--- src/rtl/rv_muldiv_unit_if.sv ---
// Request/response bundle for the iterative M-extension unit.
// Decode drives the master side; the unit is the slave.
interface rv_muldiv_unit_if #(
  parameter int XLEN  = 32,
  parameter int TAG_W = 5
);
  logic             in_valid;
  logic             in_ready;
  logic [2:0]       in_op;
  logic [XLEN-1:0]  in_a;
  logic [XLEN-1:0]  in_b;
  logic [TAG_W-1:0] in_tag;
  logic             out_valid;
  logic             out_ready;
  logic [XLEN-1:0]  out_result;
  logic [TAG_W-1:0] out_tag;

  modport master (
    output in_valid, in_op, in_a, in_b, in_tag,
    output out_ready,
    input  in_ready,
    input  out_valid, out_result, out_tag
  );

  modport slave (
    input  in_valid, in_op, in_a, in_b, in_tag,
    input  out_ready,
    output in_ready,
    output out_valid, out_result, out_tag
  );
endinterface

--- src/rtl/rv_muldiv_unit.sv ---
// Iterative RV32M/RV64M multiply/divide unit, one bit per cycle
// on operand magnitudes with a final sign correction.
module rv_muldiv_unit #(
  parameter int XLEN  = 32,
  parameter int TAG_W = 5
) (
  input  logic             clk,
  input  logic             rst_n,
  input  logic             flush,
  rv_muldiv_unit_if.slave  bus,
  output logic             busy
);

  localparam int CW = $clog2(XLEN);

  typedef enum logic [1:0] {
    IDLE,
    BUSY,
    DONE
  } state_t;

  state_t           r_state;
  state_t           w_state_nxt;
  logic [CW-1:0]    r_cnt;
  logic [2:0]       r_op;
  logic [XLEN-1:0]  r_hi;
  logic [XLEN-1:0]  r_lo;
  logic [XLEN-1:0]  r_mcand;
  logic [XLEN-1:0]  r_result;
  logic [TAG_W-1:0] r_tag;
  logic             r_neg_q;
  logic             r_neg_r;

  logic             w_accept;
  logic             w_last;
  logic             w_is_div;
  logic             w_a_sgn;
  logic             w_b_sgn;
  logic             w_a_neg;
  logic             w_b_neg;
  logic [XLEN-1:0]  w_a_mag;
  logic [XLEN-1:0]  w_b_mag;
  logic             w_b_zero;
  logic             w_ovf;
  logic             w_fast;
  logic [XLEN-1:0]  w_fast_res;

  logic [XLEN:0]    w_sum;
  logic [XLEN-1:0]  w_mul_hi;
  logic [XLEN-1:0]  w_mul_lo;
  logic [XLEN:0]    w_sh;
  logic             w_ge;
  logic [XLEN-1:0]  w_div_hi;
  logic [XLEN-1:0]  w_div_lo;
  logic [XLEN-1:0]  w_hi_nxt;
  logic [XLEN-1:0]  w_lo_nxt;
  logic [2*XLEN-1:0] w_prod;
  logic [2*XLEN-1:0] w_prod_s;
  logic [XLEN-1:0]  w_quo;
  logic [XLEN-1:0]  w_rem;
  logic [XLEN-1:0]  w_final;

  assign bus.in_ready   = (r_state == IDLE);
  assign bus.out_valid  = (r_state == DONE);
  assign bus.out_result = r_result;
  assign bus.out_tag    = r_tag;
  assign busy           = (r_state != IDLE);

  assign w_accept = bus.in_valid && bus.in_ready && !flush;
  assign w_last   = (r_cnt == CW'(XLEN-1));

  // Operand signedness and magnitudes for the incoming op.
  always_comb begin
    w_is_div = bus.in_op[2];
    w_a_sgn  = w_is_div ? !bus.in_op[0]
                        : (bus.in_op[1:0] != 2'b11);
    w_b_sgn  = w_is_div ? !bus.in_op[0]
                        : !bus.in_op[1];
    w_a_neg  = w_a_sgn && bus.in_a[XLEN-1];
    w_b_neg  = w_b_sgn && bus.in_b[XLEN-1];
    w_a_mag  = w_a_neg ? -bus.in_a : bus.in_a;
    w_b_mag  = w_b_neg ? -bus.in_b : bus.in_b;
    w_b_zero = (bus.in_b == '0);
    w_ovf    = w_is_div && !bus.in_op[0]
            && (bus.in_a == {1'b1, {(XLEN-1){1'b0}}})
            && (&bus.in_b);
    w_fast   = w_is_div && (w_b_zero || w_ovf);
  end

  // Results of the divide special cases that skip iteration.
  always_comb begin
    w_fast_res = '0;
    unique case (1'b1)
      w_b_zero && !bus.in_op[1]: w_fast_res = '1;
      w_b_zero &&  bus.in_op[1]: w_fast_res = bus.in_a;
      w_ovf    && !bus.in_op[1]: w_fast_res = bus.in_a;
      default:                   w_fast_res = '0;
    endcase
  end

  // One shift-add or one restoring-subtract step per cycle.
  always_comb begin
    w_sum    = {1'b0, r_hi}
             + (r_lo[0] ? {1'b0, r_mcand} : '0);
    w_mul_hi = w_sum[XLEN:1];
    w_mul_lo = {w_sum[0], r_lo[XLEN-1:1]};
    w_sh     = {r_hi, r_lo[XLEN-1]};
    w_ge     = (w_sh >= {1'b0, r_mcand});
    w_div_hi = w_ge ? XLEN'(w_sh - {1'b0, r_mcand})
                    : w_sh[XLEN-1:0];
    w_div_lo = {r_lo[XLEN-2:0], w_ge};
    w_hi_nxt = r_op[2] ? w_div_hi : w_mul_hi;
    w_lo_nxt = r_op[2] ? w_div_lo : w_mul_lo;
  end

  // Sign correction and result selection on the last step.
  always_comb begin
    w_prod   = {w_hi_nxt, w_lo_nxt};
    w_prod_s = r_neg_q ? -w_prod : w_prod;
    w_quo    = r_neg_q ? -w_lo_nxt : w_lo_nxt;
    w_rem    = r_neg_r ? -w_hi_nxt : w_hi_nxt;
    w_final  = '0;
    unique case (1'b1)
      !r_op[2] && (r_op[1:0] == 2'b00):
        w_final = w_prod_s[XLEN-1:0];
      !r_op[2] && (r_op[1:0] != 2'b00):
        w_final = w_prod_s[2*XLEN-1:XLEN];
      r_op[2] && !r_op[1]:
        w_final = w_quo;
      r_op[2] && r_op[1]:
        w_final = w_rem;
      default:
        w_final = '0;
    endcase
  end

  // Next-state logic; flush overrides every transition.
  always_comb begin
    w_state_nxt = r_state;
    if (flush) begin
      w_state_nxt = IDLE;
    end else begin
      unique case (r_state)
        IDLE: if (w_accept)
                w_state_nxt = w_fast ? DONE : BUSY;
        BUSY: if (w_last)
                w_state_nxt = DONE;
        DONE: if (bus.out_ready)
                w_state_nxt = IDLE;
        default: w_state_nxt = IDLE;
      endcase
    end
  end

  // State register.
  always_ff @(posedge clk or negedge rst_n) begin
    if (!rst_n) r_state <= IDLE;
    else        r_state <= w_state_nxt;
  end

  // Operand capture, iteration and result registers.
  always_ff @(posedge clk or negedge rst_n) begin
    if (!rst_n) begin
      r_cnt    <= '0;
      r_op     <= '0;
      r_hi     <= '0;
      r_lo     <= '0;
      r_mcand  <= '0;
      r_result <= '0;
      r_tag    <= '0;
      r_neg_q  <= 1'b0;
      r_neg_r  <= 1'b0;
    end else if (flush) begin
      r_cnt <= '0;
    end else if (w_accept) begin
      r_cnt   <= '0;
      r_op    <= bus.in_op;
      r_tag   <= bus.in_tag;
      r_hi    <= '0;
      r_lo    <= w_is_div ? w_a_mag : w_b_mag;
      r_mcand <= w_is_div ? w_b_mag : w_a_mag;
      r_neg_q <= w_a_neg ^ w_b_neg;
      r_neg_r <= w_a_neg;
      if (w_fast) r_result <= w_fast_res;
    end else if (r_state == BUSY) begin
      r_hi <= w_hi_nxt;
      r_lo <= w_lo_nxt;
      if (w_last) begin
        r_cnt    <= '0;
        r_result <= w_final;
      end else begin
        r_cnt <= r_cnt + CW'(1);
      end
    end
  end

endmodule
--- src/flat_wrapper.sv ---
// flat-port wrapper written by rule: the top's interface ports become plain ports
module rv_muldiv_unit_flat 
#(
  parameter int XLEN  = 32,
  parameter int TAG_W = 5
)
  (clk, rst_n, flush, busy, bus_in_valid, bus_in_op, bus_in_a, bus_in_b, bus_in_tag, bus_out_ready, bus_in_ready, bus_out_valid, bus_out_result, bus_out_tag);
  rv_muldiv_unit_if #(.XLEN(XLEN), .TAG_W(TAG_W)) bus_i ();
  input  logic clk;
  input  logic rst_n;
  input  logic flush;
  output logic busy;
  input wire logic [$bits(bus_i.in_valid)-1:0] bus_in_valid;
  input wire logic [$bits(bus_i.in_op)-1:0] bus_in_op;
  input wire logic [$bits(bus_i.in_a)-1:0] bus_in_a;
  input wire logic [$bits(bus_i.in_b)-1:0] bus_in_b;
  input wire logic [$bits(bus_i.in_tag)-1:0] bus_in_tag;
  input wire logic [$bits(bus_i.out_ready)-1:0] bus_out_ready;
  output wire logic [$bits(bus_i.in_ready)-1:0] bus_in_ready;
  output wire logic [$bits(bus_i.out_valid)-1:0] bus_out_valid;
  output wire logic [$bits(bus_i.out_result)-1:0] bus_out_result;
  output wire logic [$bits(bus_i.out_tag)-1:0] bus_out_tag;
  assign bus_i.in_valid = bus_in_valid;
  assign bus_i.in_op = bus_in_op;
  assign bus_i.in_a = bus_in_a;
  assign bus_i.in_b = bus_in_b;
  assign bus_i.in_tag = bus_in_tag;
  assign bus_i.out_ready = bus_out_ready;
  assign bus_in_ready = bus_i.in_ready;
  assign bus_out_valid = bus_i.out_valid;
  assign bus_out_result = bus_i.out_result;
  assign bus_out_tag = bus_i.out_tag;
  rv_muldiv_unit #(.XLEN(XLEN), .TAG_W(TAG_W)) u_core (.clk(clk), .rst_n(rst_n), .flush(flush), .bus(bus_i), .busy(busy));
endmodule
--- config.mk ---
export PLATFORM = sky130hd
export DESIGN_NAME = rv_muldiv_unit_flat
export DESIGN_NICKNAME = d
export VERILOG_FILES = /design/src/rtl/rv_muldiv_unit_if.sv /design/src/rtl/rv_muldiv_unit.sv /design/src/flat_wrapper.sv
export SDC_FILE = /design/constraint.sdc
export NUM_CORES = 1
export LEC_CHECK = 0
export CAP_MARGIN = 0
export CORE_MARGIN = 3
export CORE_UTILIZATION = 60
export CTS_CLUSTER_DIAMETER = 80
export DETAILED_ROUTE_END_ITERATION = 6
export PLACE_DENSITY = 0.81
export SETUP_SLACK_MARGIN = 0.4
export SLEW_MARGIN = 25
export SYNTH_ARGS = -nofsm -noshare
export SYNTH_HDL_FRONTEND = slang
export SYNTH_SLANG_ARGS = --single-unit
--- constraint.sdc ---
create_clock -name clk -period 10.45 [get_ports clk]
set_clock_uncertainty 0.1 [all_clocks]
set_input_delay 2.09 -clock clk [delete_from_list [all_inputs] [get_ports clk]]
set_output_delay 2.09 -clock clk [all_outputs]
set_load 0.01 [all_outputs]
Word level (Yosys, flattened, before mapping):

Cells that the tools add are included.

* input port bits: 77
* register bits after elaboration: 145
* word-level logic and storage cells: 98
* output and inout port bits: 40

* equal/unequal tests: 9
* $lt $le $gt $ge: 1
* bitwise operators: 2
* muxes and demuxes: 33
* add/sub/neg operators: 8
* reduce and logical (&&, ||, !) cells: 35

Operators with widths (count)
* 32-bit two-way mux: 18
* 32-bit negation: 4
* 32-bit case mux with 4 select lines: 1
* 64-bit two-way mux: 1
* 64-bit negation: 1
* 32-bit case mux with 2 select lines: 1
* 32-bit by 32-bit adder with 33-bit output: 1
* 33-bit by 32-bit >= comparator with 1-bit output: 1
* 32-bit == test (second input constant): 1
* 32-bit logical NOT: 1
* 32-bit AND reduction: 1
* 32-bit subtractor: 1
* 5-bit two-way mux: 4
* 1-bit logical AND: 15
* 2-bit two-way mux: 5
* 2-bit nonzero test: 4
* 3-bit != test (second input constant): 2
* 2-bit case mux with 3 select lines: 1
* 5-bit by 1-bit adder with 5-bit output (second input constant): 1
* 5-bit == test (second input constant): 1
* 1-bit logical NOT: 5
* 2-bit logical NOT: 2
* 2-bit != test (second input constant): 2
* 2-bit AND reduction: 2
* other kinds (11): 12

Longest topological paths before layout:

* word-level depth: 10
* gate-level depth with buffers: 24
* mapped depth without buffers: 21

Worst setup path before layout:

No wires, ideal clock.

* path type: flip-flop to flip-flop
* from: register u_core.r_op[2]
* to: register u_core.r_result[22], in the netlist u_core.bus.out_result[22]
* arrival time: 5.174 ns
* path slack: 5.042 ns
* path buffers: 7
* stages on the path, launching flop included: 21
* period minus slack after synthesis: 5.408 ns
* library setup time: 0.135 ns
* data required time: 10.215 ns
* path through: dfrtp_1 -> clkbuf_1 -> clkbuf_1 -> clkbuf_1 -> clkbuf_1 -> clkbuf_1 -> buf_1 -> clkbuf_1 -> nand2_1 -> o21ai_0 -> ha_1 -> nor4b_1 -> o21ai_0 -> or3_1 -> nor2_1 -> nand2_1 -> or3_1 -> o31ai_1 -> xnor2_1 -> a221oi_1 -> o31ai_1

* word-level cells in the longest chain between the ends: 7
* elaborated cells between the ends (all ways): 17
* those cells by class: add/sub: 3; mux: 9; reduce/logical: 5

RTL lines
* start: declaration: RTL line rv_muldiv_unit.sv:25 `logic [2:0] r_op;`
* start signal: assignment: RTL line rv_muldiv_unit.sv:177 `r_op <= bus.in_op;`
* 32-bit two-way mux (on tied branches): RTL line rv_muldiv_unit.sv:113, rv_muldiv_unit.sv:112
* 64-bit negation, or another cell as far along: RTL line rv_muldiv_unit.sv:119 `w_prod_s = r_neg_q ? -w_prod : w_prod;`
* 64-bit two-way mux, or another cell as far along: RTL line rv_muldiv_unit.sv:119
* 32-bit case mux with 4 select lines (*): RTL line rv_muldiv_unit.sv:123 `unique case (1'b1)`
* 32-bit two-way mux (*): RTL line rv_muldiv_unit.sv:188 `if (w_last) begin`
* 32-bit two-way mux (*): RTL line rv_muldiv_unit.sv:185 `end else if (r_state == BUSY) begin`
* 32-bit two-way mux (*): RTL line rv_muldiv_unit.sv:175 `end else if (w_accept) begin`
* end signal: assignment: RTL line rv_muldiv_unit.sv:184 `if (w_fast) r_result <= w_fast_res;`
* end signal: assignment: RTL line rv_muldiv_unit.sv:190 `r_result <= w_final;`
* end: declaration: RTL line rv_muldiv_unit.sv:29 `logic [XLEN-1:0] r_result;`

Mark *: on every way between the ends. The rest lies on a longest branch, timed or not. The select of a mux whose other input is x is not followed.
A chain may end at the register's enable or synchronous reset.

Final worst setup path:

* from: input bus_in_b[6]
* to: register u_core.r_result[22], in the netlist u_core.bus.out_result[22]

* word-level cells in the longest chain between the ends: 7
* elaborated cells between the ends (all ways): 14
* those cells by class: eq/ne: 1; mux: 3; reduce/logical: 10

RTL lines
* start: declaration: RTL line flat_wrapper.sv:16 `input wire logic [$bits(bus_i.in_b)-1:0] bus_in_b;`
* 32-bit AND reduction: RTL line rv_muldiv_unit.sv:86 `&& (&bus.in_b);`
* 1-bit logical AND: RTL line rv_muldiv_unit.sv:86
* 1-bit logical AND: RTL line rv_muldiv_unit.sv:96 `w_ovf && !bus.in_op[1]: w_fast_res = bus.in_a;`
* 2-bit OR reduction (no source line)
* 32-bit case mux with 2 select lines: RTL line rv_muldiv_unit.sv:93 `unique case (1'b1)`
* 32-bit two-way mux: RTL line rv_muldiv_unit.sv:184
* 32-bit two-way mux: RTL line rv_muldiv_unit.sv:175

Several ways; a longest one is shown, not always the timed one. The select of a mux whose other input is x is not followed.

==> metrics.txt <==
status=finished, final reports clean; core footprint=0.02613 mm^2; slowest stage delay, CP=0.88 ns; worst hold path type=reg -> reg; post-route cell area=0.01786 mm^2; CP max FO=33; pre-CTS setup slack=3.901 ns; Post-synth EDFFs=0; final critical-path required period=6.621 ns; ys flop type=dfrtp_1; CP delay by family, top=simple AND/OR/NAND/NOR gates; post-DP HPWL=47,230 um; worst slew pin tran=1.154 ns; max-cap viol count=0; clk buf depth=2; Final Wtd Congestion=1.020; Max Clk Rate=151.0 MHz; most common library cells after synthesis=264 x nand2_1, 226 x o21ai_0, 217 x a21oi_1; Area after DPL=0.01723 mm^2; Initial Util=61.38%; Inst Count DP=2,543; asr flop ratio synth=100.0%; # H-tree levels=4; Worst Path Buf+Inv=2; Worst setup EP type=flop; clock slew at reported path FFs=0.07 ns; post-CTS setup buffers=0; Final Util=68.34%; area share of the largest cell type after synthesis=22.62%; CP dominant cell by count=nor4_1; worst setup margin=3.829 ns; Max IR drop VDD=0.1478 mV; Die H=169.5 um; GRT Total Usage=42.29%; static leakage=0.007193 uW; die extent in x=169.5 um; vias in the first global route=16,690; n_diodes=0; post-route setup TNS=0 ns; routed vias=17,820; Detail Route Antenna Nets=0; die area=0.02873 mm^2; port bufs=116; critical path arrival=6.81 ns; first-pass iteration count of the detailed router=6; initial antenna violation count=1; total wire length=61,740 um; Synth area leader=dfrtp_1; hold buffer count at CTS=0; fin nets=2,378; IO Pins=117; CTS tree=yes; vias per cell=6.920; cts bufs inserted=17; fraction of layout cells with a size suffix above 1=4.732%; syn nets=2,361; WP data required=10.64 ns; number of synthesized register bits=145; final setup fails=0; Clock Root Buffer=clkbuf_16; library cells used by synthesis=87; YS warnings=0; GR Overflow Total=0; Gate Count Post-Synth=2,211; startpoint types=input port; Initial DRC Count=2,279; clock latency on the worst-skew pair=0.44 ns; global-route wire length before repair=95,520 um; Worst Setup Path Type=in -> reg; Syn Std Cell Area=0.01604 mm^2; fin cells=2,575; num rows=59; per-cell routed wire length=23.98 um; post-synthesis sequential area ratio=22.62%; largest net degree at the start of global routing=103; fin. max-slew vios=0; Crit-path slowest cell=clkinv_1; top-count cell post-synth=nand2_1; post-CTS sizing=0; Avg Synthesized Cell Area=7.255 um^2; crit share post-route=63.35%; Rel. slew slack=23.05%; top post-synthesis cells by area=dfrtp_1 23%, o21ai_0 7.1%, a21oi_1 6.8%; crit-path cells=clkdlybuf4s50_1 -> or4_1 -> nor4_1 -> nand2b_1 -> nor3_1 -> nand3_1 -> nor4_1 -> nor2_1 -> o21ai_2 -> clkinv_1 -> a32oi_1 -> o31ai_1; pwr/cell area=276.2 mW/mm^2; CTS Sinks=145; Final Hold Viols=0; Syn-to-layout area delta=11.33%; # DRC=0; RSZ-0062 raised after global routing=no
-- area by class of cell --
cell class / instances / area, um^2
clock buffers: 18 / 439.2
clock inverters: 13 / 152.6
fillers: 2200 / 8274
inverters: 68 / 255.2
multi-input cells: 1861 / 11630
flip-flops and latches: 145 / 3632
well taps: 335 / 419.2
repair buffers: 135 / 1326
-- tightest hold or removal path, delay by kind of cell, from the launching register on --
| kind | cells | cell delay [ns] |
|---|---|---|
| flops | 1 | 0.34 |
| simple gates | 2 | 0.10 |
-- layer usage --
metal	track usage (%)	vias to the layer above	part of all wire [%]
li1	-	8122	-
met1	55.84	8359	39
met2	66.59	1099	44
met3	8.339	238	11
met4	20.87	0	6.0
met5	0	-	0
-- cell families (layout without fill, tap and decap cells) --
family	Yosys count	in the layout	share of synthesized area [%]
muxes	46	46	2.894
adders and majority gates	73	73	5.788
and+or+nand+nor	810	810	24.35
DFF	145	145	22.62
buffers and inverters	205	234	5.039
AOI/OAI and AO/OA	761	761	29.97
xor gates and xnor gates	171	171	9.337
-- power by group --
group / switching, uW / total (uW) / internal (uW)
sequential: 199 / 888 / 689
clock: 272 / 634 / 362
combinational: 2210 / 3410 / 1200
-- cells in the final DEF (no fill, tap or decap), types with 67 or more instances in the layout --
master	netlist	routed
xnor2_1	104	104
a21oi_1	217	217
inv_1	68	67
dfrtp_1	145	144
nand3_1	70	70
nor2_1	186	183
o21ai_0	226	226
ha_1	71	71
clkdlybuf4s50_1	0	114
nand2_1	264	264
xor2_1	67	67
-- flip-flops by register name (all words and copies together), names as in the netlist --
| signal | flops |
|---|---|
| u_core.bus.out_result | 32 |
| u_core.bus.out_tag | 5 |
| u_core.r_cnt | 5 |
| u_core.r_hi | 32 |
| u_core.r_lo | 32 |
| u_core.r_mcand | 32 |
| u_core.r_neg_q | 1 |
| u_core.r_neg_r | 1 |
| u_core.r_op | 3 |
| u_core.r_state | 2 |
-- through the flow --
stage	hold slack, ns	total power (uW)
CTS	0.3780	4802
global route	0.4104	5243
detailed placement	0.3628	4144
global placement	0.3567	4093
finish	0.3769	4933
floorplan	0.3639	3227
-- final timing paths --
| kind | start | to | slack [ns] | cells after the start |
|---|---|---|---|---|
| worst min-delay path | u_core.bus.out_tag[1] | u_core.bus.out_tag[1] | 0.38 | 2 |
| min in group asynchronous | rst_n | u_core.r_mcand[28] | 1.57 | 1 |
| worst max-delay path | bus_in_b[6] | u_core.bus.out_result[22] | 3.83 | 12 |
| max in group asynchronous | rst_n | u_core.r_op[2] | 7.43 | 2 |
| worst max register to register | u_core.r_mcand[24] | u_core.bus.out_result[22] | 4.11 | 21 |
| worst min register to register | u_core.bus.out_tag[1] | u_core.bus.out_tag[1] | 0.38 | 2 |
Power figures use the tool's default switching activity.
